File: config.mk
export PLATFORM = sky130hd
export DESIGN_NAME = can_error_frame_tx_flat
export DESIGN_NICKNAME = d
export VERILOG_FILES = /design/src/rtl/can_error_frame_tx_pkg.sv /design/src/rtl/can_error_frame_tx_if.sv /design/src/rtl/can_error_frame_tx_dom_monitor.sv /design/src/rtl/can_error_frame_tx.sv /design/src/flat_wrapper.sv
export SDC_FILE = /design/constraint.sdc
export NUM_CORES = 1
export LEC_CHECK = 0
export CORE_ASPECT_RATIO = 0.5
export CORE_UTILIZATION = 35
export DETAILED_ROUTE_END_ITERATION = 16
export GPL_TIMING_DRIVEN = 0
export HOLD_SLACK_MARGIN = 0.06
export PLACE_DENSITY = 0.56
export SLEW_MARGIN = 20
export SYNTH_ARGS = -nofsm -noshare
export SYNTH_HDL_FRONTEND = slang
export SYNTH_HIERARCHICAL = 1
export SYNTH_SLANG_ARGS = --single-unit
File: constraint.sdc
create_clock -name clk -period 3.6 [get_ports clk]
set_input_delay 0.54 -clock clk [delete_from_list [all_inputs] [get_ports clk]]
set_output_delay 0.54 -clock clk [all_outputs]
set_load 0.02 [all_outputs]
File: src/rtl/can_error_frame_tx_pkg.sv
// Shared types and constants for the CAN error frame transmitter.
// Optional feature macro: CAN_ERR_FRAME_EXCESS_DOM_EN (dominant-run monitor).
package can_err_pkg;

  typedef enum logic [2:0] {
    ST_IDLE     = 3'd0,
    ST_PEND_CRC = 3'd1,
    ST_FLAG     = 3'd2,
    ST_WAIT_REC = 3'd3,
    ST_DELIM    = 3'd4
  } err_state_e;

  localparam logic [3:0] ERR_FLAG_LEN     = 4'd6;
  localparam logic [3:0] ERR_DELIM_LEN    = 4'd8;
  localparam logic [3:0] EXCESS_DOM_FIRST = 4'd14;
  localparam logic [3:0] EXCESS_DOM_NEXT  = 4'd8;

  // err_type bit order is {bit, stuff, crc, form, ack}
  localparam logic [4:0] ERR_FORM_MASK = 5'b00010;

  // Any error other than CRC triggers a flag immediately.
  function automatic logic non_crc_err(input logic [4:0] e);
    return e[4] | e[3] | e[1] | e[0];
  endfunction

endpackage

File: src/rtl/can_error_frame_tx_if.sv
// Bus/status bundle between the CAN protocol core and the error frame transmitter.
interface can_error_frame_tx_if;
  logic       sample_point;
  logic       rx_bit;
  logic       bit_error;
  logic       stuff_error;
  logic       crc_error;
  logic       form_error;
  logic       ack_error;
  logic       in_ack_delimiter;
  logic       error_passive;
  logic       bus_off;
  logic       tx_bit;
  logic       err_frame_active;
  logic       sending_error_flag_passive;
  logic [4:0] err_type;
  logic       dom_after_flag;
  logic       flag_bit_error;
  logic       excess_dom;
  logic       err_frame_done;

  // Protocol core side
  modport master (
    output sample_point, rx_bit, bit_error, stuff_error, crc_error, form_error,
           ack_error, in_ack_delimiter, error_passive, bus_off,
    input  tx_bit, err_frame_active, sending_error_flag_passive, err_type,
           dom_after_flag, flag_bit_error, excess_dom, err_frame_done
  );

  // Error frame transmitter side
  modport slave (
    input  sample_point, rx_bit, bit_error, stuff_error, crc_error, form_error,
           ack_error, in_ack_delimiter, error_passive, bus_off,
    output tx_bit, err_frame_active, sending_error_flag_passive, err_type,
           dom_after_flag, flag_bit_error, excess_dom, err_frame_done
  );
endinterface

File: src/rtl/can_error_frame_tx_dom_monitor.sv
// Counts consecutive dominant bits while waiting for recessive after a flag and
// strobes on the 14th, then every further 8th dominant bit.
module can_err_dom_monitor
  import can_err_pkg::*;
(
  input  logic clk,
  input  logic rst,
  input  logic en,
  input  logic sample_point,
  input  logic rx_bit,
  output logic hit
);

  logic [3:0] run_cnt;  // saturates at 15
  logic [2:0] ph;       // position inside each 8-bit repeat window past the first hit

  assign hit = en & sample_point & ~rx_bit &
               ((run_cnt == EXCESS_DOM_FIRST - 4'd1) |
                ((run_cnt >= EXCESS_DOM_FIRST) & (ph == 3'(EXCESS_DOM_NEXT - 4'd1))));

  // Run and repeat-phase counters; cleared whenever the monitor is not armed.
  always_ff @(posedge clk) begin
    if (rst || !en) begin
      run_cnt <= '0;
      ph      <= '0;
    end else if (sample_point) begin
      if (!rx_bit) begin
        if (run_cnt != 4'hF) run_cnt <= run_cnt + 4'd1;
        if (run_cnt >= EXCESS_DOM_FIRST) ph <= ph + 3'd1;
        else                             ph <= '0;
      end else begin
        run_cnt <= '0;
        ph      <= '0;
      end
    end
  end

endmodule

File: src/rtl/can_error_frame_tx.sv
// CAN error frame transmitter: error flag (active/passive), wait for recessive,
// 8-bit delimiter. Optional dominant-run monitor under CAN_ERR_FRAME_EXCESS_DOM_EN.
module can_error_frame_tx
  import can_err_pkg::*;
(
  input  logic           clk,
  input  logic           rst,
  can_error_frame_tx_if.slave bus
);

  err_state_e state;
  logic       passive_mode;  // flag mode frozen at trigger
  logic       first_wait;    // next WAIT_REC bit is the first after the flag
  logic       last_pol;      // previous sampled level inside a passive flag
  logic [3:0] flag_cnt;
  logic [3:0] delim_cnt;
  logic [3:0] pas_next;
  logic [4:0] err_type_q;
  logic [4:0] err_vec;
  logic       dom_q, fbe_q, done_q;

  assign err_vec  = {bus.bit_error, bus.stuff_error, bus.crc_error, bus.form_error, bus.ack_error};
  // Passive flag: length of the current equal-polarity run including this bit
  assign pas_next = (flag_cnt != 4'd0 && bus.rx_bit == last_pol) ? flag_cnt + 4'd1 : 4'd1;

  // Main frame sequencer; bus_off behaves like reset but keeps the error diagnosis.
  always_ff @(posedge clk) begin
    if (rst || bus.bus_off) begin
      state        <= ST_IDLE;
      passive_mode <= 1'b0;
      first_wait   <= 1'b0;
      last_pol     <= 1'b0;
      flag_cnt     <= '0;
      delim_cnt    <= '0;
      dom_q        <= 1'b0;
      fbe_q        <= 1'b0;
      done_q       <= 1'b0;
      if (rst) err_type_q <= '0;
    end else begin
      dom_q  <= 1'b0;
      fbe_q  <= 1'b0;
      done_q <= 1'b0;
      if (bus.sample_point) begin
        case (state)
          ST_IDLE: begin
            if (non_crc_err(err_vec)) begin
              state        <= ST_FLAG;
              err_type_q   <= err_vec;
              passive_mode <= bus.error_passive;
              flag_cnt     <= '0;
              last_pol     <= 1'b0;
            end else if (bus.crc_error) begin
              state      <= ST_PEND_CRC;
              err_type_q <= err_vec;
            end
          end
          ST_PEND_CRC: begin
            if (non_crc_err(err_vec) || bus.in_ack_delimiter) begin
              state        <= ST_FLAG;
              err_type_q   <= err_type_q | err_vec;
              passive_mode <= bus.error_passive;
              flag_cnt     <= '0;
              last_pol     <= 1'b0;
            end
          end
          ST_FLAG: begin
            if (!passive_mode) begin
              if (bus.rx_bit) begin
                fbe_q    <= 1'b1;
                flag_cnt <= '0;
              end else if (flag_cnt == ERR_FLAG_LEN - 4'd1) begin
                state      <= ST_WAIT_REC;
                first_wait <= 1'b1;
                flag_cnt   <= '0;
              end else begin
                flag_cnt <= flag_cnt + 4'd1;
              end
            end else begin
              last_pol <= bus.rx_bit;
              if (pas_next == ERR_FLAG_LEN) begin
                state      <= ST_WAIT_REC;
                first_wait <= 1'b1;
                flag_cnt   <= '0;
              end else begin
                flag_cnt <= pas_next;
              end
            end
          end
          ST_WAIT_REC: begin
            first_wait <= 1'b0;
            if (bus.rx_bit) begin
              state     <= ST_DELIM;
              delim_cnt <= 4'd1;
            end else if (first_wait) begin
              dom_q <= 1'b1;
            end
          end
          ST_DELIM: begin
            if (!bus.rx_bit) begin
              // Dominant inside the delimiter is a form error: start over.
              state        <= ST_FLAG;
              err_type_q   <= err_type_q | ERR_FORM_MASK;
              passive_mode <= bus.error_passive;
              flag_cnt     <= '0;
              last_pol     <= 1'b0;
              delim_cnt    <= '0;
            end else if (delim_cnt == ERR_DELIM_LEN - 4'd1) begin
              state     <= ST_IDLE;
              done_q    <= 1'b1;
              delim_cnt <= '0;
            end else begin
              delim_cnt <= delim_cnt + 4'd1;
            end
          end
          default: state <= ST_IDLE;
        endcase
      end
    end
  end

`ifdef CAN_ERR_FRAME_EXCESS_DOM_EN
  logic excess_hit, excess_q;

  can_err_dom_monitor u_dom_mon (
    .clk          (clk),
    .rst          (rst),
    .en           ((state == ST_WAIT_REC) && !bus.bus_off),
    .sample_point (bus.sample_point),
    .rx_bit       (bus.rx_bit),
    .hit          (excess_hit)
  );

  // Register the monitor strobe so it lines up with the other pulses.
  always_ff @(posedge clk) begin
    if (rst || bus.bus_off) excess_q <= 1'b0;
    else                    excess_q <= excess_hit;
  end

  assign bus.excess_dom = excess_q;
`else
  assign bus.excess_dom = 1'b0;
`endif

  assign bus.tx_bit                     = !((state == ST_FLAG) && !passive_mode);
  assign bus.err_frame_active           = (state == ST_FLAG) || (state == ST_WAIT_REC) ||
                                          (state == ST_DELIM);
  assign bus.sending_error_flag_passive = (state == ST_FLAG) && passive_mode;
  assign bus.err_type                   = err_type_q;
  assign bus.dom_after_flag             = dom_q;
  assign bus.flag_bit_error             = fbe_q;
  assign bus.err_frame_done             = done_q;

endmodule

File: src/flat_wrapper.sv
// flat-port wrapper written by rule: the top's interface ports become plain ports
module can_error_frame_tx_flat import can_err_pkg::*;
  (clk, rst, bus_sample_point, bus_rx_bit, bus_bit_error, bus_stuff_error, bus_crc_error, bus_form_error, bus_ack_error, bus_in_ack_delimiter, bus_error_passive, bus_bus_off, bus_tx_bit, bus_err_frame_active, bus_sending_error_flag_passive, bus_err_type, bus_dom_after_flag, bus_flag_bit_error, bus_excess_dom, bus_err_frame_done);
  can_error_frame_tx_if bus_i ();
  input  logic clk;
  input  logic rst;
  input wire logic [$bits(bus_i.sample_point)-1:0] bus_sample_point;
  input wire logic [$bits(bus_i.rx_bit)-1:0] bus_rx_bit;
  input wire logic [$bits(bus_i.bit_error)-1:0] bus_bit_error;
  input wire logic [$bits(bus_i.stuff_error)-1:0] bus_stuff_error;
  input wire logic [$bits(bus_i.crc_error)-1:0] bus_crc_error;
  input wire logic [$bits(bus_i.form_error)-1:0] bus_form_error;
  input wire logic [$bits(bus_i.ack_error)-1:0] bus_ack_error;
  input wire logic [$bits(bus_i.in_ack_delimiter)-1:0] bus_in_ack_delimiter;
  input wire logic [$bits(bus_i.error_passive)-1:0] bus_error_passive;
  input wire logic [$bits(bus_i.bus_off)-1:0] bus_bus_off;
  output wire logic [$bits(bus_i.tx_bit)-1:0] bus_tx_bit;
  output wire logic [$bits(bus_i.err_frame_active)-1:0] bus_err_frame_active;
  output wire logic [$bits(bus_i.sending_error_flag_passive)-1:0] bus_sending_error_flag_passive;
  output wire logic [$bits(bus_i.err_type)-1:0] bus_err_type;
  output wire logic [$bits(bus_i.dom_after_flag)-1:0] bus_dom_after_flag;
  output wire logic [$bits(bus_i.flag_bit_error)-1:0] bus_flag_bit_error;
  output wire logic [$bits(bus_i.excess_dom)-1:0] bus_excess_dom;
  output wire logic [$bits(bus_i.err_frame_done)-1:0] bus_err_frame_done;
  assign bus_i.sample_point = bus_sample_point;
  assign bus_i.rx_bit = bus_rx_bit;
  assign bus_i.bit_error = bus_bit_error;
  assign bus_i.stuff_error = bus_stuff_error;
  assign bus_i.crc_error = bus_crc_error;
  assign bus_i.form_error = bus_form_error;
  assign bus_i.ack_error = bus_ack_error;
  assign bus_i.in_ack_delimiter = bus_in_ack_delimiter;
  assign bus_i.error_passive = bus_error_passive;
  assign bus_i.bus_off = bus_bus_off;
  assign bus_tx_bit = bus_i.tx_bit;
  assign bus_err_frame_active = bus_i.err_frame_active;
  assign bus_sending_error_flag_passive = bus_i.sending_error_flag_passive;
  assign bus_err_type = bus_i.err_type;
  assign bus_dom_after_flag = bus_i.dom_after_flag;
  assign bus_flag_bit_error = bus_i.flag_bit_error;
  assign bus_excess_dom = bus_i.excess_dom;
  assign bus_err_frame_done = bus_i.err_frame_done;
  can_error_frame_tx u_core (.clk(clk), .rst(rst), .bus(bus_i));
endmodule
Yosys cells after proc, flatten, opt, wreduce, memory -nomap -nowiden:

Index checks and enable logic that the tools add are counted.
W data, S select, Z words.

* add/subtract/negate cells: 2
* multiplexer cells: 49
* bitwise gates (word level): 9
* equality and inequality tests: 23
* reduce and logical (&&, ||, !) cells: 29

Operators with widths (number)
* $mux W4: 11
* $mux W3: 10
* $mux W5: 6
* $reduce_and A6 Y1: 3
* $pmux W4 S4: 1
* $pmux W3 S5: 1
* $pmux W5 S3: 1
* $reduce_and A5 Y1: 3
* $mux W1: 14
* $eq A4 B3 Y1 const B: 3
* $ne A3 B2 Y1 const B: 4
* $reduce_bool A4 Y1: 3
* $reduce_or A4 Y1: 3
* $add A4 B1 Y4 const B: 2
* $ne A2 B1 Y1 const B: 4
* $pmux W4 S2: 1
* $reduce_and A8 Y1: 1
* $eq A3 B2 Y1 const B: 2
* $ne A2 B2 Y1 const B: 3
* $ne A3 B1 Y1 const B: 2
* $reduce_bool A2 Y1: 3
* $reduce_bool A3 Y1: 2
* $not A1 Y1: 5
* $or A5 B5 Y5: 1
* 15 further kinds: 23

* word-level logic and storage cells: 123
* input port bits: 12
* register bits: 22
* output and inout bits: 12

Logic depth before layout (Yosys ltp):

* word-level depth: 8
* mapped depth: 7
* mapped depth without buffers: 7

Least setup slack after synthesis:

No wires, ideal clock.

* path type: input -> register
* start: input port bus_bit_error
* end: register u_core.err_type_q[0], in the netlist u_core/bus.err_type[0] (enable)
* setup time: 0.256 ns
* stages on the path: 5
* slack: 1.611 ns
* arrival: 1.733 ns
* path buffers: 1
* data required time: 3.344 ns
* cells stage by stage: or4_4 > buf_6 > o31ai_4 > nor2_1 > a21o_1

* cells in the longest elaborated chain, start to end: 6
* elaborated cells on any way between the ends: 7
* those cells by class: eq/ne (2); bitwise (3); reduce/logical (2)

Ends and longest elaborated chain
* start: declaration: line flat_wrapper.sv:9 `input wire logic [$bits(bus_i.bit_error)-1:0] bus_bit_error;`
* $or A1 B1 Y1 * (3 in a row): line can_error_frame_tx_pkg.sv:23 `return e[4] | e[3] | e[1] | e[0];`
* $logic_or A1 B1 Y1: line can_error_frame_tx.sv:58 `if (non_crc_err(err_vec) || bus.in_ack_delimiter) begin`
* $ne A3 B1 Y1 (no line)
* $reduce_and A6 Y1 (no line) *
* end signal: assignment: line can_error_frame_tx.sv:48 `err_type_q <= err_vec;`
* end signal: assignment: line can_error_frame_tx.sv:54 `err_type_q <= err_vec;`
* end signal: assignment: line can_error_frame_tx.sv:60 `err_type_q <= err_type_q | err_vec;`
* end: declaration: line can_error_frame_tx.sv:18 `logic [4:0] err_type_q;`

Every way passes the cells marked *; elsewhere a longest branch is shown, timed or not.
A chain may end at the register's enable or synchronous reset.

Final worst setup path:

* start: register u_core.state[1]
* end: output port bus_sending_error_flag_passive

* cells in the longest elaborated chain, start to end: 2

Ends and longest elaborated chain
* start: declaration: line can_error_frame_tx.sv:11 `err_state_e state;`
* start signal: assignment: line can_error_frame_tx.sv:29 `state <= ST_IDLE;`
* start signal: assignment: line can_error_frame_tx.sv:47 `state <= ST_FLAG;`
* start signal: assignment: line can_error_frame_tx.sv:53 `state <= ST_PEND_CRC;`
* $eq A3 B2 Y1: line can_error_frame_tx.sv:147 `assign bus.sending_error_flag_passive = (state == ST_FLAG) && passive_mode;`
* $logic_and A1 B1 Y1: line can_error_frame_tx.sv:147
* end: declaration: line flat_wrapper.sv:19 `output wire logic [$bits(bus_i.sending_error_flag_passive)-1:0] bus_sending_error_flag_passive;`

Every way passes these cells.

==> impl_metrics.prom <==
# TYPE chip_impl_metric gauge
chip_impl_metric{name="use_met1",unit="%"} 23.9
chip_impl_info{name="layout.cells.most_common_list",value="22 x sky130_fd_sc_hd__clkdlybuf4s50_1, 18 x sky130_fd_sc_hd__nor2_1, 17 x sky130_fd_sc_hd__dfxtp_1"} 1
chip_impl_metric{name="multiInputGateArea",unit="um2"} 836
chip_impl_metric{name="relative_area_change_from_synthesis_to_final_layout",unit="%"} 23.4
chip_impl_metric{name="r2r.worst_path.cells",unit=""} 6
chip_impl_metric{name="grt_antenna_before_repair",unit=""} 0
chip_impl_metric{name="reg2reg_slack",unit="ps"} 1630
chip_impl_metric{name="switching_share_of_power",unit="%"} 25.7
chip_impl_metric{name="clock_share_of_power",unit="%"} 33.9
chip_impl_metric{name="seq_cells_post_synth",unit=""} 22
chip_impl_metric{name="power_per_unit_of_standard_cell_area",unit="nW/um2"} 298
chip_impl_metric{name="cts_setup_buffers",unit=""} 0
chip_impl_metric{name="clock_path_buffers",unit=""} 2
chip_impl_metric{name="die_h",unit="um"} 47.7
chip_impl_info{name="critPathSlowestCell",value="sky130_fd_sc_hd__clkdlybuf4s50_1"} 1
chip_impl_info{name="critical_path_class",value="reg -> out"} 1
chip_impl_metric{name="syn-instance-count",unit=""} 161
chip_impl_metric{name="placedInstanceArea",unit="um2"} 1750
chip_impl_info{name="timing.hold.worst.start",value="u_core/first_wait$_SDFFE_PN0P_"} 1
chip_impl_metric{name="post_cts_sizing_count",unit=""} 0
chip_impl_info{name="run_status",value="complete, no violations"} 1
chip_impl_metric{name="period_needed",unit="ps"} 2680
chip_impl_metric{name="globalRouteMet2Util",unit="%"} 22.4
chip_impl_metric{name="wirelength_routed",unit="mm"} 3.38
chip_impl_metric{name="yosys_warnings",unit=""} 6
chip_impl_metric{name="grt_max_degree",unit=""} 13
chip_impl_metric{name="via_to_cell_ratio",unit=""} 5.30
chip_impl_metric{name="num_io_pins",unit=""} 24
chip_impl_metric{name="met3_usage",unit="%"} 3.81
chip_impl_metric{name="timing.critical_path.fanout_max",unit=""} 10
chip_impl_metric{name="ir_drop",unit="mV"} 0.104
chip_impl_metric{name="nets_in_the_synthesized_netlist",unit=""} 177
chip_impl_metric{name="layout_worst_path_cycle_share",unit="%"} 74.4
chip_impl_metric{name="p_switching",unit="W"} 0.000138
chip_impl_metric{name="grt_remaining_overflow",unit=""} 0
chip_impl_info{name="worstSetupStartpointType",value="flop"} 1
chip_impl_info{name="grt_setup_unrepaired",value="no"} 1
chip_impl_metric{name="number_of_vias_after_detailed_routing",unit=""} 1277
chip_impl_metric{name="cp.required",unit="ps"} 3060
chip_impl_metric{name="setup-tns-final",unit="ps"} 0
chip_impl_metric{name="area.sequential",unit="um2"} 490
chip_impl_metric{name="global_route_wire_length_before_repair",unit="mm"} 5.20
chip_impl_metric{name="stdcell_area",unit="um2"} 1810
chip_impl_metric{name="finalSetupViolCount",unit=""} 0
chip_impl_info{name="r2r_end",value="u_core/state[1]$_SDFFE_PN0P_"} 1
chip_impl_metric{name="clock-skew-final",unit="ps"} 3.83
chip_impl_metric{name="drt-wirelength-per-cell",unit="um"} 14.0
chip_impl_info{name="timing.critical_path.cells",value="clkbuf_8, nor3b_1, nand2_1, inv_1, clkdlybuf4s50_1"} 1
chip_impl_info{name="root_buffer",value="sky130_fd_sc_hd__clkbuf_8"} 1
chip_impl_metric{name="worst_hold_path.num_cells",unit=""} 1
chip_impl_metric{name="cts_clk_pin_slew_worst_paths",unit="ps"} 80
chip_impl_metric{name="dpl.hpwl",unit="mm"} 2.49
chip_impl_metric{name="comb_power_share",unit="%"} 17.4
chip_impl_info{name="whs_endpoint",value="u_core/bus.dom_after_flag$_SDFF_PP0_"} 1
chip_impl_metric{name="routabilityCongestion",unit=""} 0.798
chip_impl_metric{name="place.port_buffers",unit=""} 22
chip_impl_metric{name="synth_sequential_area_ratio",unit="%"} 33.5
chip_impl_metric{name="cell_leakage_power",unit="nW"} 0.652
chip_impl_metric{name="max_cap_violations",unit=""} 0
chip_impl_metric{name="tritoncts_buffers",unit=""} 3
chip_impl_info{name="grt_most_used_layer",value="met1"} 1
chip_impl_info{name="timing.hold.worst.class",value="reg -> reg"} 1
chip_impl_metric{name="cell_internal_pwr",unit="W"} 0.000401
chip_impl_metric{name="first_global_vias",unit=""} 998
chip_impl_metric{name="chipWidth",unit="um"} 93.5
chip_impl_metric{name="clk_latency",unit="ps"} 270
chip_impl_metric{name="drtPass1Iterations",unit=""} 4
chip_impl_metric{name="final_layout_size_suffix_gt1_share",unit="%"} 15.5
chip_impl_info{name="critical_path.endpoint_type",value="output pin"} 1
chip_impl_info{name="synth_top_flop_cell",value="sky130_fd_sc_hd__dfxtp_1"} 1
chip_impl_info{name="yosys-top-cells-area",value="sky130_fd_sc_hd__dfxtp_1 23%, sky130_fd_sc_hd__edfxtp_1 10%, sky130_fd_sc_hd__nor2_1 4.6%, sky130_fd_sc_hd__a21oi_1 4.1%, sky130_fd_sc_hd__ha_1 3.4%"} 1
chip_impl_metric{name="power.sequential.fraction",unit="%"} 48.7
chip_impl_metric{name="timing.max_slew.rel_slack",unit="%"} 66.1
chip_impl_info{name="cts_tree",value="done"} 1
chip_impl_metric{name="grtUsageTotal",unit="%"} 15.6
chip_impl_metric{name="synthesis.area",unit="um2"} 1460
chip_impl_metric{name="full_die_area",unit="um2"} 4460
chip_impl_metric{name="timing_worst_slew_pin_value",unit="ps"} 508
chip_impl_metric{name="ys_types",unit=""} 59
chip_impl_info{name="most_common_cell_after_layout_fill_and_taps_aside",value="sky130_fd_sc_hd__clkdlybuf4s50_1"} 1
chip_impl_metric{name="drt.antenna.violating_nets",unit=""} 0
chip_impl_metric{name="cts_hold_buf",unit=""} 0
chip_impl_metric{name="final-max-slew-violation-count",unit=""} 0
chip_impl_metric{name="remaining_drc_errors",unit=""} 0
chip_impl_metric{name="worstPathArrival",unit="ps"} 2140
chip_impl_metric{name="synth_area_per_cell",unit="um2"} 9.09
chip_impl_metric{name="fill_cell_count",unit=""} 413
chip_impl_metric{name="antenna_cells",unit=""} 0
chip_impl_metric{name="post-synth-top-area-fraction",unit="%"} 23.2
chip_impl_metric{name="drt_iter0_markers",unit=""} 45
chip_impl_info{name="yosys.area.top_type",value="sky130_fd_sc_hd__dfxtp_1"} 1
chip_impl_info{name="rr_startpoint",value="u_core/flag_cnt[0]$_SDFFE_PN0P_"} 1
chip_impl_metric{name="num-nets-final",unit=""} 204
chip_impl_metric{name="synth_edf_count",unit=""} 5
chip_impl_metric{name="ys_async_sr_fraction",unit="%"} 0
chip_impl_metric{name="final_hold_violation_count",unit=""} 0
chip_impl_metric{name="htree_levels",unit=""} 1
chip_impl_metric{name="placeableCoreArea",unit="um2"} 3960
chip_impl_metric{name="timing.fmax",unit="MHz"} 373
chip_impl_metric{name="clock-sinks",unit=""} 22
chip_impl_metric{name="starting_density_of_the_core",unit="%"} 36.9
chip_impl_metric{name="cp_slowest_stage_delay",unit="ps"} 600
chip_impl_metric{name="row_count",unit=""} 16
-- sequential cells by signal, indices dropped and copies added, names as in the netlist, 3 cells and up --
signal	count
u_core/flag_cnt	4
u_core/state	3
u_core/delim_cnt	4
u_core/bus.err_type	5
-- how the worst max path moves through the flow --
stage                                             from                                   end  slack (ps)  cells past startpoint
final                     u_core/state[1]$_SDFFE_PN0P_        bus_sending_error_flag_passive         920                      5
after global routing      u_core/state[1]$_SDFFE_PN0P_        bus_sending_error_flag_passive         780                      5
after CTS                 u_core/state[1]$_SDFFE_PN0P_        bus_sending_error_flag_passive         920                      5
after detailed placement                 bus_bit_error  u_core/bus.err_type[4]$_SDFFCE_PN0P_        1100                      6
after global placement                   bus_bit_error  u_core/bus.err_type[4]$_SDFFCE_PN0P_        1100                      6
after floorplan                          bus_bit_error  u_core/bus.err_type[0]$_SDFFCE_PN0P_        1610                      5
-- kinds of logic after synthesis --
| group | count (synthesis) | share of synthesized area (%) |
|---|---|---|
| AND/OR/NAND/NOR | 65 | 28.4 |
| AO/OA/AOI/OAI | 46 | 22.6 |
| flip-flops | 22 | 33.5 |
| buffers and inverters | 19 | 9.40 |
| adder cells (fa/ha/maj) | 4 | 3.42 |
| XOR/XNOR | 3 | 1.80 |
| other | 1 | 0.256 |
| multiplexers | 1 | 0.684 |
-- power by group through the flow --
stage               sequential [W]  clock (W)  combinational (W)
floorplan                 0.000273          0          0.0000519
global placement          0.000268          0          0.0000933
CTS                       0.000263   0.000192          0.0000937
detailed placement        0.000268          0          0.0000933
finish                    0.000263   0.000183          0.0000936
global route              0.000263   0.000202           0.000102
-- critical path: cells and delay by family (launching register included) --
family | cells | cell delay [ps]
buffers and inverters | 3 | 880
and+or+nand+nor | 2 | 600
DFF | 1 | 390
-- metal layers --
metal  part of all wire [%]  routed length (um)  vias to the layer above
met5                      0                   0                        -
met4                      0                   0                        0
met1                     55                1850                      607
met3                    3.7                 124                        0
met2                     41                1400                       23
li1                       -                   -                      647
-- stage by stage --
stage	util, %	hold WS [ps]	worst slack [ps]	std cells	power [W]
floorplan	-	449	1610	161	0.000325
global placement	44.2	463	1100	237	0.000361
detailed placement	44.2	467	1100	237	0.000361
CTS	45.6	480	924	241	0.000549
global route	45.6	497	776	241	0.000567
finish	45.6	476	923	241	0.000539
-- cell usage after synthesis, types with 3 or more instances --
master,instances
sky130_fd_sc_hd__nor3b_1,4
sky130_fd_sc_hd__a21o_1,3
sky130_fd_sc_hd__dfxtp_1,17
sky130_fd_sc_hd__o21ai_0,9
sky130_fd_sc_hd__clkbuf_1,3
sky130_fd_sc_hd__nand2_1,5
sky130_fd_sc_hd__a211oi_1,3
sky130_fd_sc_hd__inv_1,6
sky130_fd_sc_hd__nand3_1,5
sky130_fd_sc_hd__and2_1,3
sky130_fd_sc_hd__clkbuf_8,3
sky130_fd_sc_hd__a22oi_1,3
sky130_fd_sc_hd__edfxtp_1,5
sky130_fd_sc_hd__a21oi_1,12
sky130_fd_sc_hd__ha_1,4
sky130_fd_sc_hd__buf_6,4
sky130_fd_sc_hd__nor2_1,18
sky130_fd_sc_hd__or3_1,3
-- cell type report --
| type | instances | share of cell area [%] |
|---|---|---|
| multi-input combinational | 120 | 46.3 |
| timing repair buffer | 22 | 12.2 |
| buffer | 13 | 6.37 |
| tap | 54 | 3.74 |
| inverter | 6 | 1.25 |
| sequential | 22 | 27.1 |
| clock buffer | 4 | 3.05 |
Note: power is estimated with default switching activity, not from simulation.
